## src/rtl/par_serial_tx_if.sv

```systemverilog
// par_serial_tx_if -- bundle of the word-in / bit-out signals of par_serial_tx.
//
// Handshake semantics (both channels):
//   A transfer happens on a rising clk edge where valid and ready are both 1.
//   The word channel (din/din_valid/din_ready) is offered by the producer.
//   The bit channel (sout/sout_valid/sout_ready) is offered by the framer.
//   While valid is high and ready is low the offering side holds its payload
//   stable. The framer's din_ready never depends combinationally on din_valid.
//
// Modports:
//   master - producer/consumer side: drives din, din_valid, sout_ready
//   slave  - framer side: drives din_ready, sout, sout_valid, sout_is_par,
//            frame_done, busy and the debug state
interface par_serial_tx_if #(
  parameter int WIDTH = 8
);
  logic [WIDTH-1:0] din;
  logic             din_valid;
  logic             din_ready;
  logic             sout_ready;
  logic             sout;
  logic             sout_valid;
  logic             sout_is_par;
  logic             frame_done;
  logic             busy;
  logic [1:0]       dbg_state;

  modport master (
    output din, din_valid, sout_ready,
    input  din_ready, sout, sout_valid, sout_is_par, frame_done, busy, dbg_state
  );

  modport slave (
    input  din, din_valid, sout_ready,
    output din_ready, sout, sout_valid, sout_is_par, frame_done, busy, dbg_state
  );
endinterface

```

## src/rtl/par_serial_tx.sv

```systemverilog
// par_serial_tx -- parallel-in, serial-out parity framer.
//
// Accepts a WIDTH-bit word when idle, shifts it out LSB first (one bit per
// cycle in which the consumer asserts sout_ready) and then appends one parity
// bit. ODD = 1 gives odd parity (all-zero word -> parity 1), ODD = 0 even.
//
// Ports:
//   clk    - rising-edge clock
//   reset  - asynchronous, active-high reset; aborts any frame in flight
//   bus    - par_serial_tx_if.slave:
//              din, din_valid, din_ready        word input handshake
//              sout, sout_valid, sout_ready     serial bit output handshake
//              sout_is_par                      current bit is the parity bit
//              frame_done                       parity bit consumed this cycle
//              busy                             frame in progress
//              dbg_state                        FSM state (IDLE=0 DATA=1 PARITY=2)
module par_serial_tx #(
  parameter int WIDTH = 8,
  parameter bit ODD   = 1'b1
) (
  input  logic            clk,
  input  logic            reset,
  par_serial_tx_if.slave  bus
);

  localparam int              CW   = (WIDTH > 1) ? $clog2(WIDTH) : 1;
  localparam logic [CW-1:0]   LAST = CW'(WIDTH - 1);

  typedef enum logic [1:0] {
    IDLE   = 2'd0,
    DATA   = 2'd1,
    PARITY = 2'd2
  } state_t;

  state_t           state;
  logic [WIDTH-1:0] shreg;
  logic [CW-1:0]    count;
  logic             acc;
  logic             sout_r;
  logic             sout_valid_r;
  logic             sout_is_par_r;
  logic             busy_r;
  logic             din_ready_r;

  // All outputs except frame_done are flops updated alongside the state, so
  // the serial bit is already presented in the cycle after it is decided.
  always_ff @(posedge clk or posedge reset) begin
    if (reset) begin
      state         <= IDLE;
      shreg         <= '0;
      count         <= '0;
      acc           <= 1'b0;
      sout_r        <= 1'b0;
      sout_valid_r  <= 1'b0;
      sout_is_par_r <= 1'b0;
      busy_r        <= 1'b0;
      din_ready_r   <= 1'b1;
    end else begin
      case (state)
        IDLE: begin
          if (bus.din_valid) begin
            shreg        <= bus.din;
            count        <= '0;
            acc          <= ODD;
            state        <= DATA;
            sout_r       <= bus.din[0];
            sout_valid_r <= 1'b1;
            busy_r       <= 1'b1;
            din_ready_r  <= 1'b0;
          end
        end
        DATA: begin
          if (bus.sout_ready) begin
            acc   <= acc ^ shreg[0];
            shreg <= shreg >> 1;
            if (count == LAST) begin
              // Last data bit consumed: the next bit shown is the finished
              // parity, which already includes the bit leaving now.
              state         <= PARITY;
              sout_r        <= acc ^ shreg[0];
              sout_is_par_r <= 1'b1;
            end else begin
              // Count stops at WIDTH-1 so it never wraps for power-of-two widths.
              count  <= count + 1'b1;
              sout_r <= shreg[1];
            end
          end
        end
        PARITY: begin
          if (bus.sout_ready) begin
            state         <= IDLE;
            sout_r        <= 1'b0;
            sout_valid_r  <= 1'b0;
            sout_is_par_r <= 1'b0;
            busy_r        <= 1'b0;
            din_ready_r   <= 1'b1;
          end
        end
        default: state <= IDLE;
      endcase
    end
  end

  assign bus.sout        = sout_r;
  assign bus.sout_valid  = sout_valid_r;
  assign bus.sout_is_par = sout_is_par_r;
  assign bus.busy        = busy_r;
  assign bus.din_ready   = din_ready_r;
  assign bus.dbg_state   = state;
  // Pulses exactly on the edge that consumes the parity bit.
  assign bus.frame_done  = sout_valid_r & sout_is_par_r & bus.sout_ready;

endmodule

```

## src/flat_wrapper.sv

```systemverilog
// flat-port wrapper written by rule: the top's interface ports become plain ports
module par_serial_tx_flat 
#(
  parameter int WIDTH = 8,
  parameter bit ODD   = 1'b1
)
  (clk, reset, bus_din, bus_din_valid, bus_sout_ready, bus_din_ready, bus_sout, bus_sout_valid, bus_sout_is_par, bus_frame_done, bus_busy, bus_dbg_state);
  par_serial_tx_if #(.WIDTH(WIDTH)) bus_i ();
  input  logic clk;
  input  logic reset;
  input wire logic [$bits(bus_i.din)-1:0] bus_din;
  input wire logic [$bits(bus_i.din_valid)-1:0] bus_din_valid;
  input wire logic [$bits(bus_i.sout_ready)-1:0] bus_sout_ready;
  output wire logic [$bits(bus_i.din_ready)-1:0] bus_din_ready;
  output wire logic [$bits(bus_i.sout)-1:0] bus_sout;
  output wire logic [$bits(bus_i.sout_valid)-1:0] bus_sout_valid;
  output wire logic [$bits(bus_i.sout_is_par)-1:0] bus_sout_is_par;
  output wire logic [$bits(bus_i.frame_done)-1:0] bus_frame_done;
  output wire logic [$bits(bus_i.busy)-1:0] bus_busy;
  output wire logic [$bits(bus_i.dbg_state)-1:0] bus_dbg_state;
  assign bus_i.din = bus_din;
  assign bus_i.din_valid = bus_din_valid;
  assign bus_i.sout_ready = bus_sout_ready;
  assign bus_din_ready = bus_i.din_ready;
  assign bus_sout = bus_i.sout;
  assign bus_sout_valid = bus_i.sout_valid;
  assign bus_sout_is_par = bus_i.sout_is_par;
  assign bus_frame_done = bus_i.frame_done;
  assign bus_busy = bus_i.busy;
  assign bus_dbg_state = bus_i.dbg_state;
  par_serial_tx #(.WIDTH(WIDTH), .ODD(ODD)) u_core (.clk(clk), .reset(reset), .bus(bus_i));
endmodule
```

## config.mk

```make
export PLATFORM = sky130hd
export DESIGN_NAME = par_serial_tx_flat
export DESIGN_NICKNAME = d
export VERILOG_FILES = /design/src/rtl/par_serial_tx_if.sv /design/src/rtl/par_serial_tx.sv /design/src/flat_wrapper.sv
export SDC_FILE = /design/constraint.sdc
export NUM_CORES = 1
export LEC_CHECK = 0
export BUFFER_PORTS_ARGS = -buffer_cell sky130_fd_sc_hd__clkbuf_2
export CAP_MARGIN = 15
export CORE_UTILIZATION = 40
export CTS_CLUSTER_SIZE = 14
export DETAILED_ROUTE_END_ITERATION = 10
export GPL_TIMING_DRIVEN = 0
export HOLD_SLACK_MARGIN = 0.02
export PLACE_DENSITY_LB_ADDON = 0.3
export SYNTH_ARGS = -nofsm -noshare
export SYNTH_HDL_FRONTEND = slang
export SYNTH_SLANG_ARGS = --single-unit
```

## constraint.sdc

```tcl
create_clock -name clk -period 2.1 [get_ports clk]
set_clock_uncertainty 0.05 [all_clocks]
set_input_delay 0.21 -clock clk [delete_from_list [all_inputs] [get_ports clk]]
set_output_delay 0.21 -clock clk [all_outputs]
set_load 0.005 [all_outputs]
```

Word level (Yosys, flattened, before mapping)
Index checks and enable logic that the tools add are counted.
{"block": "word_totals", "register_bits": 18, "inputBits": 12, "wordCells": 58}
{"block": "op_classes", "add_sub_neg": 1, "eq_ne": 8, "n_mux": 27, "bitwise": 3, "n_reduce_logical": 11}
{"op": "8-bit two-way mux", "count": 2}
{"op": "8-bit one-hot mux with 2 select lines", "count": 1}
{"op": "4-bit AND reduction", "count": 4}
{"op": "1-bit two-way mux", "count": 10}
{"op": "3-bit two-way mux", "count": 3}
{"op": "2-bit two-way mux", "count": 4}
{"op": "2-bit inequality test, second input constant", "count": 4}
{"op": "1-bit one-hot mux with 2 select lines", "count": 4}
{"op": "2-bit one-hot mux with 3 select lines", "count": 1}
{"op": "3-bit one-hot mux with 2 select lines", "count": 1}
{"op": "3-bit AND reduction", "count": 2}
{"op": "2-bit nonzero test", "count": 3}
{"op": "3-bit by 1-bit adder with 3-bit output, second input constant", "count": 1}
{"op": "3-bit equality test, second input constant", "count": 1}
{"op": "1-bit one-hot mux with 3 select lines", "count": 1}
{"op": "3-bit nonzero test", "count": 1}
{"op": "1-bit bitwise AND", "count": 2}
{"op": "2-bit by 1-bit equality test with 1-bit output, second input constant", "count": 1}
{"op": "2-bit equality test, second input constant", "count": 1}
{"op": "2-bit logical NOT", "count": 1}
{"op": "2-bit by 1-bit inequality test with 1-bit output, second input constant", "count": 1}
{"op": "1-bit bitwise XOR", "count": 1}

Logic depth before layout (Yosys ltp)
Gate-level depths: netlist of the first run.
{"block": "logic_depth", "ltp_word": 4, "ltp_mapped": 7, "mapped_depth_nobuf": 6}

Least setup slack after synthesis of the first run
OpenSTA, ideal clock, no wires.
{"block": "synth_path", "path_kind": "register to register", "start": "reg u_core.state[1], in the netlist u_core.bus.dbg_state[1]", "end": "reg u_core.state[0], in the netlist u_core.bus.dbg_state[0]", "arrival_time_ns": 1.523, "required_ns": 1.925, "slack_ns": 0.402, "stages_incl_launch_ff": 7, "period_less_slack_ns": 1.698, "path_cell_list": "dfrtp_1 inv_1 ha_1 buf_4 or2_4 a21oi_2 mux2_2"}
{"block": "synth_between", "elab_chain_len": 3, "word_cells_on_any_way": 9}
{"element": "start: declaration", "line": "par_serial_tx.sv:35", "source": "state_t state;"}
{"element": "start signal: assignment", "line": "par_serial_tx.sv:49", "source": "state <= IDLE;"}
{"element": "start signal: assignment", "line": "par_serial_tx.sv:65", "source": "state <= DATA;"}
{"element": "start signal: assignment", "line": "par_serial_tx.sv:79", "source": "state <= PARITY;"}
{"element": "2-bit by 1-bit equality test with 1-bit output, or another cell as far along", "line": "par_serial_tx.sv:59", "source": "case (state)"}
{"element": "2-bit by 1-bit inequality test with 1-bit output (no source line) or 2-bit inequality test (tied branches)"}
{"element": "4-bit AND reduction (no source line)"}
Parallel ways exist; a longest one is shown, timed or not.
A chain may end at the register's enable or synchronous reset.

Worst setup path after layout of the first run
{"block": "layout_path", "start": "reg u_core.state[1], in the netlist u_core.bus.dbg_state[1]", "end": "reg u_core.state[1], in the netlist u_core.bus.dbg_state[1]"}
Same word-level chain as after synthesis.

==> flow_summary.toml, run 1 <==
[layout]
drive_gt1_frac = 0.295
area_delta_synth_final_pct = 17.4
multiInputGateArea_um2 = 500
final_area_um2 = 1190
n_fill_cell = 226
nNetsFinal = 142
antenna_cells = 0
seq_area_um2 = 452

[sta]
post-route-period-util = 0.849
fmax_mhz = 561
finalSetupViolations = 0
fin_crit_ns = 1.78
setup_tns_ns = 0
maxSlewHeadroom = 0.535
maxSlewViolCount = 0
rsz0062_at_grt = "no"
hold_violations = 0
worst_pin_slew_ns = 0.697

[grt]
grt_usage = 0.142
antenna_found_initial = 0
grt_max_degree = 19
grt_pass1_wl_mm = 2.79
overflow = 0
grt_pass1_vias = 667

[synth]
synth_top_area_cell = "dfrtp_1"
synth-main-ff-cell = "dfrtp_1"
synthArstFlopShare = 1.00
syn_avg_cell_area_um2 = 10.3
synthTopCellsByArea = "dfrtp_1 42%, mux2i_1 8.9%, ha_1 8.6%, a21oi_1 4.4%, nor2_1 3.3%"
netlist_area_um2 = 1010
ys_types = 29
synth-seq-cells = 18
yosys_warnings = 0
syn_inst = 98
yosysTopAreaCellShare = 0.420
yosysSeqAreaShare = 0.446
synth_edf_count = 0
synth_nets = 117

[place]
numPortBuffers = 19
dpl_cell_area_um2 = 1140
place_hpwl_mm = 1.33
gp_congestion = 0.706

[clock_tree]
cts.sinks = 18
clock_latency_ns = 0.29
clock_path_buffers = 2
cts_tree = "yes"
cts_root_buf = "clkbuf_4"
cts-buffers-inserted = 3
path_clk_slew_ns = 0.11
htreeDepth = 1

[worst_setup_path]
required_ns = 2.23
r2r_start = "u_core.bus.dbg_state[1]"
worstPathArrival_ns = 1.92
ff2ff_path_depth = 6
startpoint_type = "flop"
ff2ff_setup_slack_ns = 0.32
cp_max_fo = 9
r2r_end = "u_core.bus.dbg_state[1]"
end_kind = "flop"
path_class = "reg -> reg"

[drt]
first_iter_violations = 10
ant_nets = 0
vias = 768
routedWlPerCell_um = 11.7
drc_errors = 0
finalWirelength_mm = 1.75
via_per_inst = 5.12
drtPass1Iterations = 4

[power]
powerDensity_nw_per_um2 = 1460
p_leak_nw = 0.566
peakVddDrop_uv = 909

[run_status]
outcome = "finished, final reports clean"

[die]
start_util = 0.441
fp.dieH_um = 52.3
dieArea_um2 = 2740
io_pins = 20
core_um2 = 2300
rows = 17
die_w_um = 52.3

[run]
cap_violations = 0

[worst_hold_path]
min_path_cells = 3
min_to = "u_core.shreg[7]"
hold_class = "in -> reg"
min_from = "bus_din[7]"
report_power, final:
group	leakage, nW	internal (mW)	total [mW]	switching, mW
logic	0.340	0.440	0.898	0.458
clock network	0.0210	0.106	0.215	0.109
registers	0.206	0.510	0.622	0.112
total	0.566	1.06	1.73	0.679
worst max path at each step:
stage	start	to	slack (ns)	depth (start not counted)
detailed placement	u_core.bus.dbg_state[1]	u_core.bus.dbg_state[0]	0.32	6
floorplan	u_core.bus.dbg_state[1]	u_core.bus.dbg_state[0]	0.40	6
global placement	u_core.bus.dbg_state[1]	u_core.bus.dbg_state[1]	0.34	6
finish	u_core.bus.dbg_state[1]	u_core.bus.dbg_state[1]	0.32	6
CTS	u_core.bus.dbg_state[1]	u_core.bus.dbg_state[0]	0.30	6
global route	u_core.bus.dbg_state[0]	u_core.shreg[4]	0.23	7
registers in the layout, indices dropped and copies added (netlist names):
signal and flops:
u_core.shreg 8, u_core.count 3, u_core.bus.dbg_state 2, u_core.acc 1
u_core.bus.din_ready 1, u_core.bus.sout 1, u_core.bus.sout_is_par 1, u_core.bus.sout_valid 1
cells in the mapped netlist (2+ instances only):
master / instances
nand2b_1: 2
mux2i_1: 9
nand3_1: 2
nand2_1: 3
buf_4: 2
mux2_2: 2
a31oi_1: 2
inv_1: 8
a21oi_2: 3
nand3b_1: 2
o21ai_0: 6
and3_1: 2
nor2_1: 9
dfrtp_1: 17
a21oi_1: 9
ha_1: 7
kinds of logic after synthesis:
logic type,Yosys count,share of synthesized area
buffers and inverters,12,0.0605
DFF,18,0.446
muxes,11,0.111
AOI/OAI and AO/OA,26,0.170
and+or+nand+nor,23,0.117
xor gates and xnor gates,1,0.00864
adders and majority gates,7,0.0864
repair_timing:
item,CTS,global route
gates resized for setup,0,0
hold buffers,1,0
endpoints found under the hold margin,17,0
setup buffers,0,0
cells in the final DEF, fill, tap and decap left out, drive strengths merged:
cell         count
clkbuf          23
dfrtp           17
a21oi           13
mux2i            9
nor2             9
inv              8
ha               7
o21ai            7
buf              4
nand2            3
nand3b           2
nand3            2
mux2             2
and3             2
nand2b           2
a31oi            2
or2b             1
and2b            1
a21boi           1
o22a             1
or2              1
a211oi           1
xnor2            1
o2111ai          1
dlygate4sd3      1
dfstp            1
through the flow:
step | utilization | setup slack [ns] | std cells | power [mW] | hold slack (ns)
after global placement | 0.498 | 0.336 | 145 | 1.51 | 0.282
after detailed placement | 0.498 | 0.321 | 145 | 1.55 | 0.299
after floorplan | - | 0.402 | 98 | 1.32 | 0.0978
after CTS | 0.518 | 0.305 | 150 | 1.76 | 0.122
final | 0.518 | 0.318 | 150 | 1.73 | 0.123
after global routing | 0.518 | 0.229 | 150 | 1.90 | 0.116
worst max-delay path, stage by stage (launching register included):
cell     delay, ns
dfrtp_1       0.42
inv_1         0.10
ha_1          0.18
buf_4         0.16
or2_4         0.24
a21oi_2       0.18
mux2_2        0.35
final cells by class:
type | count | share of cell area
well taps | 28 | 0.0294
plain buffers | 4 | 0.0263
repair buffers | 20 | 0.0883
clock buffers | 4 | 0.0305
inverters | 8 | 0.0252
flip-flops and latches | 18 | 0.380
multi-input cells | 68 | 0.421
per-layer routing:
| metal | wire length, µm | share of wire | track usage |
|---|---|---|---|
| met5 | 0 | 0 | 0 |
| met4 | 23 | 0.013 | 0.0658 |
| met3 | 58 | 0.033 | 0.0348 |
| met2 | 831 | 0.48 | 0.234 |
| met1 | 835 | 0.48 | 0.173 |
Power figures use the tool's default switching activity.
==> inputs of run 2 (changes only) <==
- clock period: 2.1 -> 1.6 ns (I/O delays scaled with it)
==> flow_summary.toml, run 2 (synthesis results as in run 1) <==
[sta]
maxSlewViolCount = 0
fmax_mhz = 615
fin_hold_ws_ns = 0.0467
maxSlewHeadroom = 0.553
worst_pin_slew_ns = 0.670
fin_ws_ns = -0.0259
rsz0062_at_grt = "yes"
post-route-period-util = 1.02
finalSetupViolations = 4
hold_violations = 0
fin_crit_ns = 1.63

[place]
numPortBuffers = 19
dpl_cell_area_um2 = 1180
gp_congestion = 0.713
place_hpwl_mm = 1.42
placed_cells = 145

[clock_tree]
clock_path_buffers = 2
cts-buffers-inserted = 3
cts_tree = "yes"
path_clk_slew_ns = 0.11
cts_root_buf = "clkbuf_4"
cts.sinks = 18
htreeDepth = 1
clock_latency_ns = 0.30

[drt]
routedWlPerCell_um = 13.4
drc_errors = 0
via_per_inst = 5.03
finalWirelength_mm = 2.19
vias = 820
ant_nets = 0
drtPass1Iterations = 4
first_iter_violations = 19

[grt]
overflow = 0
antenna_found_initial = 0
grt_pass1_wl_mm = 3.66
grt_max_degree = 19
grt_pass1_vias = 833
grt_usage = 0.189

[die]
rows = 17
start_util = 0.441
io_pins = 20
die_w_um = 52.3
core_um2 = 2300
dieArea_um2 = 2740
fp.dieH_um = 52.3

[worst_hold_path]
min_path_cells = 3
min_to = "u_core.shreg[7]"
min_from = "bus_din[7]"
hold_class = "in -> reg"

[worst_setup_path]
ff2ff_setup_slack_ns = -0.03
r2r_start = "u_core.bus.dbg_state[0]"
crit_path_cell_trace = "inv_4 > ha_4 > and2b_2 > a21oi_4 > mux2_4"
r2r_end = "u_core.bus.dbg_state[0]"
end_kind = "flop"
ff2ff_path_depth = 5
path_class = "reg -> reg"
worstPathArrival_ns = 1.77
cp_slowest_cell = "dfrtp_2"
required_ns = 1.75
crit_path_max_incr_delay_ns = 0.47
startpoint_type = "flop"
cp_max_fo = 6

[layout]
layout_common_cells = "19 x clkbuf_2, 16 x dfrtp_1, 13 x buf_4, 9 x nor2_1, 9 x a21oi_1"
n_fill_cell = 193
area_delta_synth_final_pct = 36.2
drive_gt1_frac = 0.452
antenna_cells = 0
layout.cells.non_filler = 163
largest_register = "u_core.shreg"
mostFrequentLayoutCell = "clkbuf_2"
nNetsFinal = 155
largest_reg_flops = 8
final_area_um2 = 1380

[run_status]
outcome = "finished, violations left"
violations = "negative setup slack"

[power]
combPwrFrac = 0.598
internal-power_mw = 1.71
powerDensity_nw_per_um2 = 2040
p_sw_mw = 1.10
pwr-share-clk = 0.103
peakVddDrop_uv = 1180
p_leak_nw = 0.629
p_total_mw = 2.82
p_sw_frac = 0.392
p_seq_frac = 0.299

[run]
cap_violations = 0
==> run 2: cell count changes in the layout (fill, tap and decap cells not counted), moves of 3 or more <==
cell / previous run / this run
buf_4: 2 / 13
ha_1: 7 / 0
ha_2: 0 / 3
ha_4: 0 / 4
==> run 2: per-stage QoR <==
step | util | setup WS, ns | TNS (ns)
after global routing | 0.601 | -0.0814 | -0.517
final | 0.601 | -0.0259 | -0.0584
after global placement | 0.512 | -0.0797 | -0.466
after detailed placement | 0.512 | -0.139 | -1.40
after floorplan | - | -0.0146 | -0.0279
after CTS | 0.595 | -0.000765 | -0.00131
==> run 2: final cells by class <==
type                            instances  area (µm²)  share of cell area
Multi-Input combinational cell         68         589               0.427
Sequential cell                        18         453               0.328
Timing Repair Buffer                   34         210               0.152
Clock buffer                            4        36.3              0.0263
Tap cell                               28        35.0              0.0254
Inverter                                8        32.5              0.0236
Buffer                                  3        23.8              0.0172
==> run 2: metal layers <==
metal | wire length (µm) | GRT usage
met1 | 950 | 0.205
met2 | 1090 | 0.346
met3 | 107 | 0.0522
met4 | 42 | 0.0658
met5 | 0 | 0
==> run 2: power groups by stage <==
stage	Clock [mW]	Combinational, mW	Sequential [mW]
after floorplan	0	1.00	0.819
after detailed placement	0	1.28	0.854
after global routing	0.319	1.85	0.871
final	0.291	1.69	0.842
after global placement	0	1.24	0.831
after CTS	0.297	1.62	0.841
==> run 2: worst max-delay path by stage <==
stage / from / to / slack, ns / depth (start not counted)
global route: u_core.bus.dbg_state[0] / u_core.count[0] / -0.08 / 6
detailed placement: u_core.bus.dbg_state[0] / u_core.count[0] / -0.14 / 6
floorplan: u_core.bus.dbg_state[1] / u_core.bus.dbg_state[0] / -0.01 / 6
global placement: u_core.bus.dbg_state[0] / u_core.shreg[4] / -0.08 / 7
finish: u_core.bus.dbg_state[0] / u_core.bus.dbg_state[0] / -0.03 / 5
CTS: u_core.bus.dbg_state[0] / u_core.bus.dbg_state[0] / -0.0008 / 4
==> run 2: worst max-delay path, delay by kind of cell, from the launching register on <==
| family | cells | cell delay [ns] |
|---|---|---|
| buf+inv | 1 | 0.07 |
| fa+ha+maj | 1 | 0.19 |
| compound gates | 1 | 0.17 |
| simple gates | 1 | 0.25 |
| mux | 1 | 0.32 |
| flops | 1 | 0.47 |
==> run 2: what timing repair did <==
| action | in CTS | in global routing |
|---|---|---|
| resized for setup | 14 | 3 |
| hold buffers | 1 | 0 |
| gates cloned | 0 | 0 |
| setup endpoints to repair | 15 | 15 |
| endpoints found under the hold margin | 17 | 0 |
| pin swaps | 6 | 2 |
| buffers inserted | 13 | 1 |
